## src/rtl/csr_pkg.sv

```systemverilog
// Shared CSR definitions: implemented addresses, mcountinhibit bit indices and the
// address decoder that folds read-only user aliases onto their machine-mode storage.
package csr_pkg;

    localparam logic [11:0] CSR_MCOUNTINHIBIT = 12'h320;
    localparam logic [11:0] CSR_MSCRATCH      = 12'h340;
    localparam logic [11:0] CSR_MCYCLE        = 12'hB00;
    localparam logic [11:0] CSR_MINSTRET      = 12'hB02;
    localparam logic [11:0] CSR_MCYCLEH       = 12'hB80;
    localparam logic [11:0] CSR_MINSTRETH     = 12'hB82;
    localparam logic [11:0] CSR_CYCLE         = 12'hC00;
    localparam logic [11:0] CSR_INSTRET       = 12'hC02;
    localparam logic [11:0] CSR_CYCLEH        = 12'hC80;
    localparam logic [11:0] CSR_INSTRETH      = 12'hC82;

    localparam int MCOUNTINHIBIT_CY = 0;
    localparam int MCOUNTINHIBIT_IR = 2;
    localparam logic [31:0] MCOUNTINHIBIT_MASK =
        (32'd1 << MCOUNTINHIBIT_CY) | (32'd1 << MCOUNTINHIBIT_IR);

    typedef enum logic [2:0] {
        SEL_NONE,
        SEL_MCYCLE,
        SEL_MCYCLEH,
        SEL_MINSTRET,
        SEL_MINSTRETH,
        SEL_MCOUNTINHIBIT,
        SEL_MSCRATCH
    } csr_sel_t;

    // Aliases decode to the same selector as the storage they mirror.
    function automatic csr_sel_t csr_decode(input logic [11:0] addr);
        csr_sel_t sel;
        case (addr)
            CSR_MCYCLE,    CSR_CYCLE:    sel = SEL_MCYCLE;
            CSR_MCYCLEH,   CSR_CYCLEH:   sel = SEL_MCYCLEH;
            CSR_MINSTRET,  CSR_INSTRET:  sel = SEL_MINSTRET;
            CSR_MINSTRETH, CSR_INSTRETH: sel = SEL_MINSTRETH;
            CSR_MCOUNTINHIBIT:           sel = SEL_MCOUNTINHIBIT;
            CSR_MSCRATCH:                sel = SEL_MSCRATCH;
            default:                     sel = SEL_NONE;
        endcase
        return sel;
    endfunction

    // The top two address bits equal to 2'b11 mark the read-only space.
    function automatic logic csr_is_ro(input logic [11:0] addr);
        return (addr[11:10] == 2'b11);
    endfunction

endpackage

```

## src/rtl/csr_counter64.sv

```systemverilog
// 64-bit event counter built from two 32-bit halves. A write to one half wins over the
// increment: low write drops the increment, high write keeps the low increment but drops its carry.
module csr_counter64 (
    input  logic        clk_i,
    input  logic        reset_n_i,
    input  logic        inc_i,
    input  logic        wr_lo_i,
    input  logic        wr_hi_i,
    input  logic [31:0] wdata_i,
    output logic [63:0] count_o
);

    logic [31:0] lo;
    logic [31:0] hi;
    logic [32:0] lo_sum;

    assign lo_sum  = {1'b0, lo} + {32'd0, inc_i};
    assign count_o = {hi, lo};

    always_ff @(posedge clk_i or negedge reset_n_i) begin
        if (!reset_n_i) begin
            lo <= '0;
            hi <= '0;
        end else if (wr_lo_i) begin
            lo <= wdata_i;
        end else if (wr_hi_i) begin
            hi <= wdata_i;
            lo <= lo_sum[31:0];
        end else begin
            lo <= lo_sum[31:0];
            hi <= hi + {31'd0, lo_sum[32]};
        end
    end

endmodule

```

## src/rtl/csr_file.sv

```systemverilog
// Machine-mode CSR storage (cycle/instret counters, mcountinhibit, mscratch) with a
// combinational read port. Optional feature macro: CSR_WB_BYPASS_EN forwards a same-cycle write.
module csr_file
    import csr_pkg::*;
(
    input  logic        clk_i,
    input  logic        reset_n_i,
    input  logic [11:0] csr_addr_e_i,
    output logic [31:0] csr_data_e_o,
    output logic        csr_illegal_e_o,
    input  logic        csr_we_w_i,
    input  logic [11:0] csr_addr_w_i,
    input  logic [31:0] csr_result_w_i,
    input  logic        retire_w_i
);

    csr_sel_t    sel_w;
    csr_sel_t    sel_e;
    logic        wr_ok;
    logic [31:0] mcountinhibit;
    logic [31:0] mscratch;
    logic [63:0] mcycle;
    logic [63:0] minstret;

    assign sel_w = csr_decode(csr_addr_w_i);
    assign sel_e = csr_decode(csr_addr_e_i);
    // Writes through read-only aliases must not reach the shared storage.
    assign wr_ok = csr_we_w_i && !csr_is_ro(csr_addr_w_i);

    csr_counter64 u_cycle (
        .clk_i     (clk_i),
        .reset_n_i (reset_n_i),
        .inc_i     (!mcountinhibit[MCOUNTINHIBIT_CY]),
        .wr_lo_i   (wr_ok && (sel_w == SEL_MCYCLE)),
        .wr_hi_i   (wr_ok && (sel_w == SEL_MCYCLEH)),
        .wdata_i   (csr_result_w_i),
        .count_o   (mcycle)
    );

    csr_counter64 u_instret (
        .clk_i     (clk_i),
        .reset_n_i (reset_n_i),
        .inc_i     (retire_w_i && !mcountinhibit[MCOUNTINHIBIT_IR]),
        .wr_lo_i   (wr_ok && (sel_w == SEL_MINSTRET)),
        .wr_hi_i   (wr_ok && (sel_w == SEL_MINSTRETH)),
        .wdata_i   (csr_result_w_i),
        .count_o   (minstret)
    );

    always_ff @(posedge clk_i or negedge reset_n_i) begin
        if (!reset_n_i) begin
            mcountinhibit <= '0;
            mscratch      <= '0;
        end else if (wr_ok) begin
            if (sel_w == SEL_MCOUNTINHIBIT) mcountinhibit <= csr_result_w_i & MCOUNTINHIBIT_MASK;
            if (sel_w == SEL_MSCRATCH)      mscratch      <= csr_result_w_i;
        end
    end

    always_comb begin
        csr_data_e_o    = '0;
        csr_illegal_e_o = 1'b0;
        case (sel_e)
            SEL_MCYCLE:        csr_data_e_o = mcycle[31:0];
            SEL_MCYCLEH:       csr_data_e_o = mcycle[63:32];
            SEL_MINSTRET:      csr_data_e_o = minstret[31:0];
            SEL_MINSTRETH:     csr_data_e_o = minstret[63:32];
            SEL_MCOUNTINHIBIT: csr_data_e_o = mcountinhibit;
            SEL_MSCRATCH:      csr_data_e_o = mscratch;
            default:           csr_illegal_e_o = 1'b1;
        endcase
`ifdef CSR_WB_BYPASS_EN
        if (wr_ok && (sel_w == sel_e) && (sel_e != SEL_NONE)) begin
            csr_data_e_o = (sel_e == SEL_MCOUNTINHIBIT) ? (csr_result_w_i & MCOUNTINHIBIT_MASK)
                                                        : csr_result_w_i;
        end
`endif
    end

endmodule
```

## config.mk

```make
export PLATFORM = sky130hd
export DESIGN_NAME = csr_file
export DESIGN_NICKNAME = d
export VERILOG_FILES = /design/src/rtl/csr_pkg.sv /design/src/rtl/csr_counter64.sv /design/src/rtl/csr_file.sv
export SDC_FILE = /design/constraint.sdc
export NUM_CORES = 1
export LEC_CHECK = 0
export CORE_ASPECT_RATIO = 0.7
export CORE_UTILIZATION = 55
export DETAILED_ROUTE_END_ITERATION = 10
export GPL_ROUTABILITY_DRIVEN = 1
export PLACE_DENSITY = 0.77
export REMOVE_ABC_BUFFERS = 1
export SYNTH_ARGS = -nofsm -noshare
export SYNTH_HDL_FRONTEND = slang
export SYNTH_SLANG_ARGS = --single-unit
export TNS_END_PERCENT = 5
```

## constraint.sdc

```tcl
create_clock -name clk_i -period 7.1 [get_ports clk_i]
set_input_delay 2.13 -clock clk_i [delete_from_list [all_inputs] [get_ports clk_i]]
set_output_delay 2.13 -clock clk_i [all_outputs]
set_load 0.005 [all_outputs]
```

==> flow_summary.ini <==
[outcome]
status = completed

[timing]
tightest_slew_ns = 1.01
rsz0062_at_grt = false
finalSetupTns_ns = 0
relSlewSlack = 0.327
fin_crit_ns = 6.72
clock_skew_ns = 0.0120
period_share = 0.947
setup_viol = 0
hold_violations = 0
slew_viol_final = 0
holdWs_ns = 0.487
max_clock_freq_mhz = 149

[power]
switchingPower_uw = 638
p_seq_frac = 0.459
ir_worst_vdd_v = 0.000131
p_leak_nw = 5.02
p_int_mw = 1.71
p_per_area_mw_per_mm2 = 202
clkPwrFrac = 0.424
power_mw = 2.35
comb_power_share = 0.117
p_sw_frac = 0.272

[detailed_routing]
drt_wl_total_mm = 29.5
vias = 9349
drc = 0
firstDrtPassIters = 8
wl_per_cell_um = 20.7
drtIter0Drc = 1334
drt-vias-per-instance = 6.56
postRouteAntennaNets = 0

[synthesis]
seq_area_frac_synth = 0.411
synth_warnings = 0
syn_area_mm2 = 0.00987
syn_inst = 1123
yosysTopAreaCell = dfrtp_1
synthFlopType = dfrtp_1
async_flop_share = 1.00
synth_edf_count = 0
synthTopCellsByArea = dfrtp_1, nand2_1, o21ai_0
avgSynthCellArea_um2 = 8.79
synth_top_area_frac = 0.411
synth-seq-cells = 162
synth_cell_types = 57

[critical_path]
crit_top_cell = clkdlybuf4s50_1
cp.arrival_ns = 4.59
r2r_start = u_instret.lo[16]
rr_worst_depth = 12
worstPathMaxFanout = 32
startpoint = csr_addr_e_i[10]
r2r_end = u_instret.hi[30]
path_class = in2out
path_cells = clkdlybuf4s50_1 > and3b_1 > o2111ai_1 > nor3_2 > buf_12 > a222oi_1 > nand2_1 > clkdlybuf4s50_1
cp.required_ns = 4.97
worstSetupStartpointType = input port
crit_slowest_cell = clkdlybuf4s50_1
max_stage_delay_ns = 0.48
r2r_setup_slack_ns = 2.27
critPathCaptureType = output pin

[place]
hpwl_mm = 19.9
io_buffers = 92
place_congestion = 0.888
dpl-instance-area_mm2 = 0.0110

[final_layout]
stdcell_area_mm2 = 0.0116
fin_nets = 1249
layout-drive-gt1-share = 0.0896
syn_to_final_growth_pct = 17.9
insertedDiodeCount = 0

[clock_network]
clk_latency_ns = 0.45
cts_tree = done
clkTransAtPathRegs_ns = 0.07
cts_buffers = 17
root_buffer = clkbuf_16
ctsHtreeMaxLevel = 4
postCtsResizedCells = 0
cts_buffer_depth = 2
cts_hold_buf = 0
cts_setup_buffers = 0
cts_sinks = 162

[floorplan]
die_w_um = 162
die-area_mm2 = 0.0185
rows = 40
initial_utilization = 0.568
die_height_um = 114
core_area_mm2 = 0.0174
boundaryPins = 93

[worst_hold_path]
hold-path-endpoint = mscratch[6]
min_from = mscratch[6]
hold_path.class = reg2reg
holdPathStages = 2

[grt]
grt_antenna_before_repair = 0
grt.total_usage = 0.333
grt_max_degree = 65
grt_pass1_vias = 8614
grt-ovfl-total = 0
grt_pass1_wl_mm = 47.1

[run]
maxCapViolCount = 0
## power groups by stage
stage | logic [mW] | registers (mW) | clock network (mW)
2_1_floorplan | 0.160 | 1.07 | 0
3_3_place_gp | 0.259 | 1.09 | 0
3_5_place_dp | 0.268 | 1.09 | 0
4_1_cts | 0.272 | 1.07 | 1.00
5_1_grt | 0.306 | 1.09 | 1.05
6_report | 0.275 | 1.08 | 0.995
## cells in the mapped netlist (all sizes together), types with 26 or more instances
library cell / n
dfrtp: 162
a21oi: 83
mux2: 39
xor2: 37
inv: 26
a222oi: 30
a22oi: 35
xnor2: 29
clkbuf: 57
nand2: 188
nand4: 27
nor2: 39
o21ai: 88
nand3: 69
## critical path, delay by kind of cell
kind / cells / cell delay, ns
simple gates: 3 / 0.43
buf+inv: 3 / 1.15
compound gates: 2 / 0.85
## layout make-up
class                           instances  area [um^2]
Inverter                               26         97.6
Fill cell                            1433         5730
Tap cell                              231          289
Clock buffer                           19          443
Multi-Input combinational cell        862         5420
Timing Repair Buffer                  112         1150
Sequential cell                       162         4050
Clock inverter                         13          184
## stage by stage
step | std cells | setup slack (ns) | utilization
floorplan | 1050 | -0.587 | -
global placement | 1393 | 0.515 | 0.634
detailed placement | 1393 | 0.471 | 0.634
CTS | 1425 | 0.441 | 0.670
global route | 1425 | 0.253 | 0.670
finish | 1425 | 0.378 | 0.670
## flip-flops by register name (all words and copies together) (netlist names)
name	cells
mscratch	32
u_cycle.hi	32
u_cycle.lo	32
u_instret.hi	32
u_instret.lo	32
mcountinhibit	2
## cells by family (layout without fill, tap and decap cells)
kind of cell	count (synthesis)	count (layout)	synth area share
adder cells (fa/ha/maj)	8	8	0.0101
flip-flops	162	162	0.411
XOR/XNOR	66	66	0.0586
AO/OA/AOI/OAI	297	297	0.195
AND/OR/NAND/NOR	428	428	0.211
multiplexers	63	63	0.0707
buffers and inverters	99	170	0.0431
## worst max-delay path by stage
stage                                  end  slack [ns]  depth (start not counted)
after global placement    csr_data_e_o[24]        0.51                          8
after detailed placement  csr_data_e_o[16]        0.47                          9
after global routing      csr_data_e_o[29]        0.25                          8
final                     csr_data_e_o[29]        0.38                          8
after floorplan              u_cycle.hi[0]       -0.59                          5
after CTS                 csr_data_e_o[29]        0.44                          8
## cells in the final DEF (no fill, tap or decap), drive strengths merged, types with 5 or more instances in the layout
master | synthesis | routed
nand2 | 188 | 188
dfrtp | 162 | 162
clkdlybuf4s50 | 0 | 91
o21ai | 88 | 88
a21oi | 83 | 83
nand3 | 69 | 69
nor2 | 39 | 39
mux2 | 39 | 39
xor2 | 37 | 37
a22oi | 35 | 35
a222oi | 30 | 30
xnor2 | 29 | 29
nand4 | 27 | 27
inv | 26 | 27
mux2i | 24 | 24
and3 | 22 | 22
buf | 16 | 21
nor3 | 20 | 20
clkbuf | 57 | 19
a2bb2oi | 18 | 18
and4 | 17 | 17
o22ai | 11 | 11
nor4 | 10 | 10
o22a | 8 | 8
ha | 8 | 8
and2 | 5 | 5
nor3b | 5 | 5
clkinv | 0 | 5
## routing by layer
layer / up-vias / wire length (um) / part of all wire / GRT usage
li1: 4260 / - / - / -
met1: 4466 / 13100 / 0.44 / 0.489
met2: 573 / 12300 / 0.42 / 0.471
met3: 50 / 3550 / 0.12 / 0.0913
met4: 0 / 561 / 0.019 / 0.112
met5: - / 0 / 0 / 0
(Power assumes the default switching activity.)
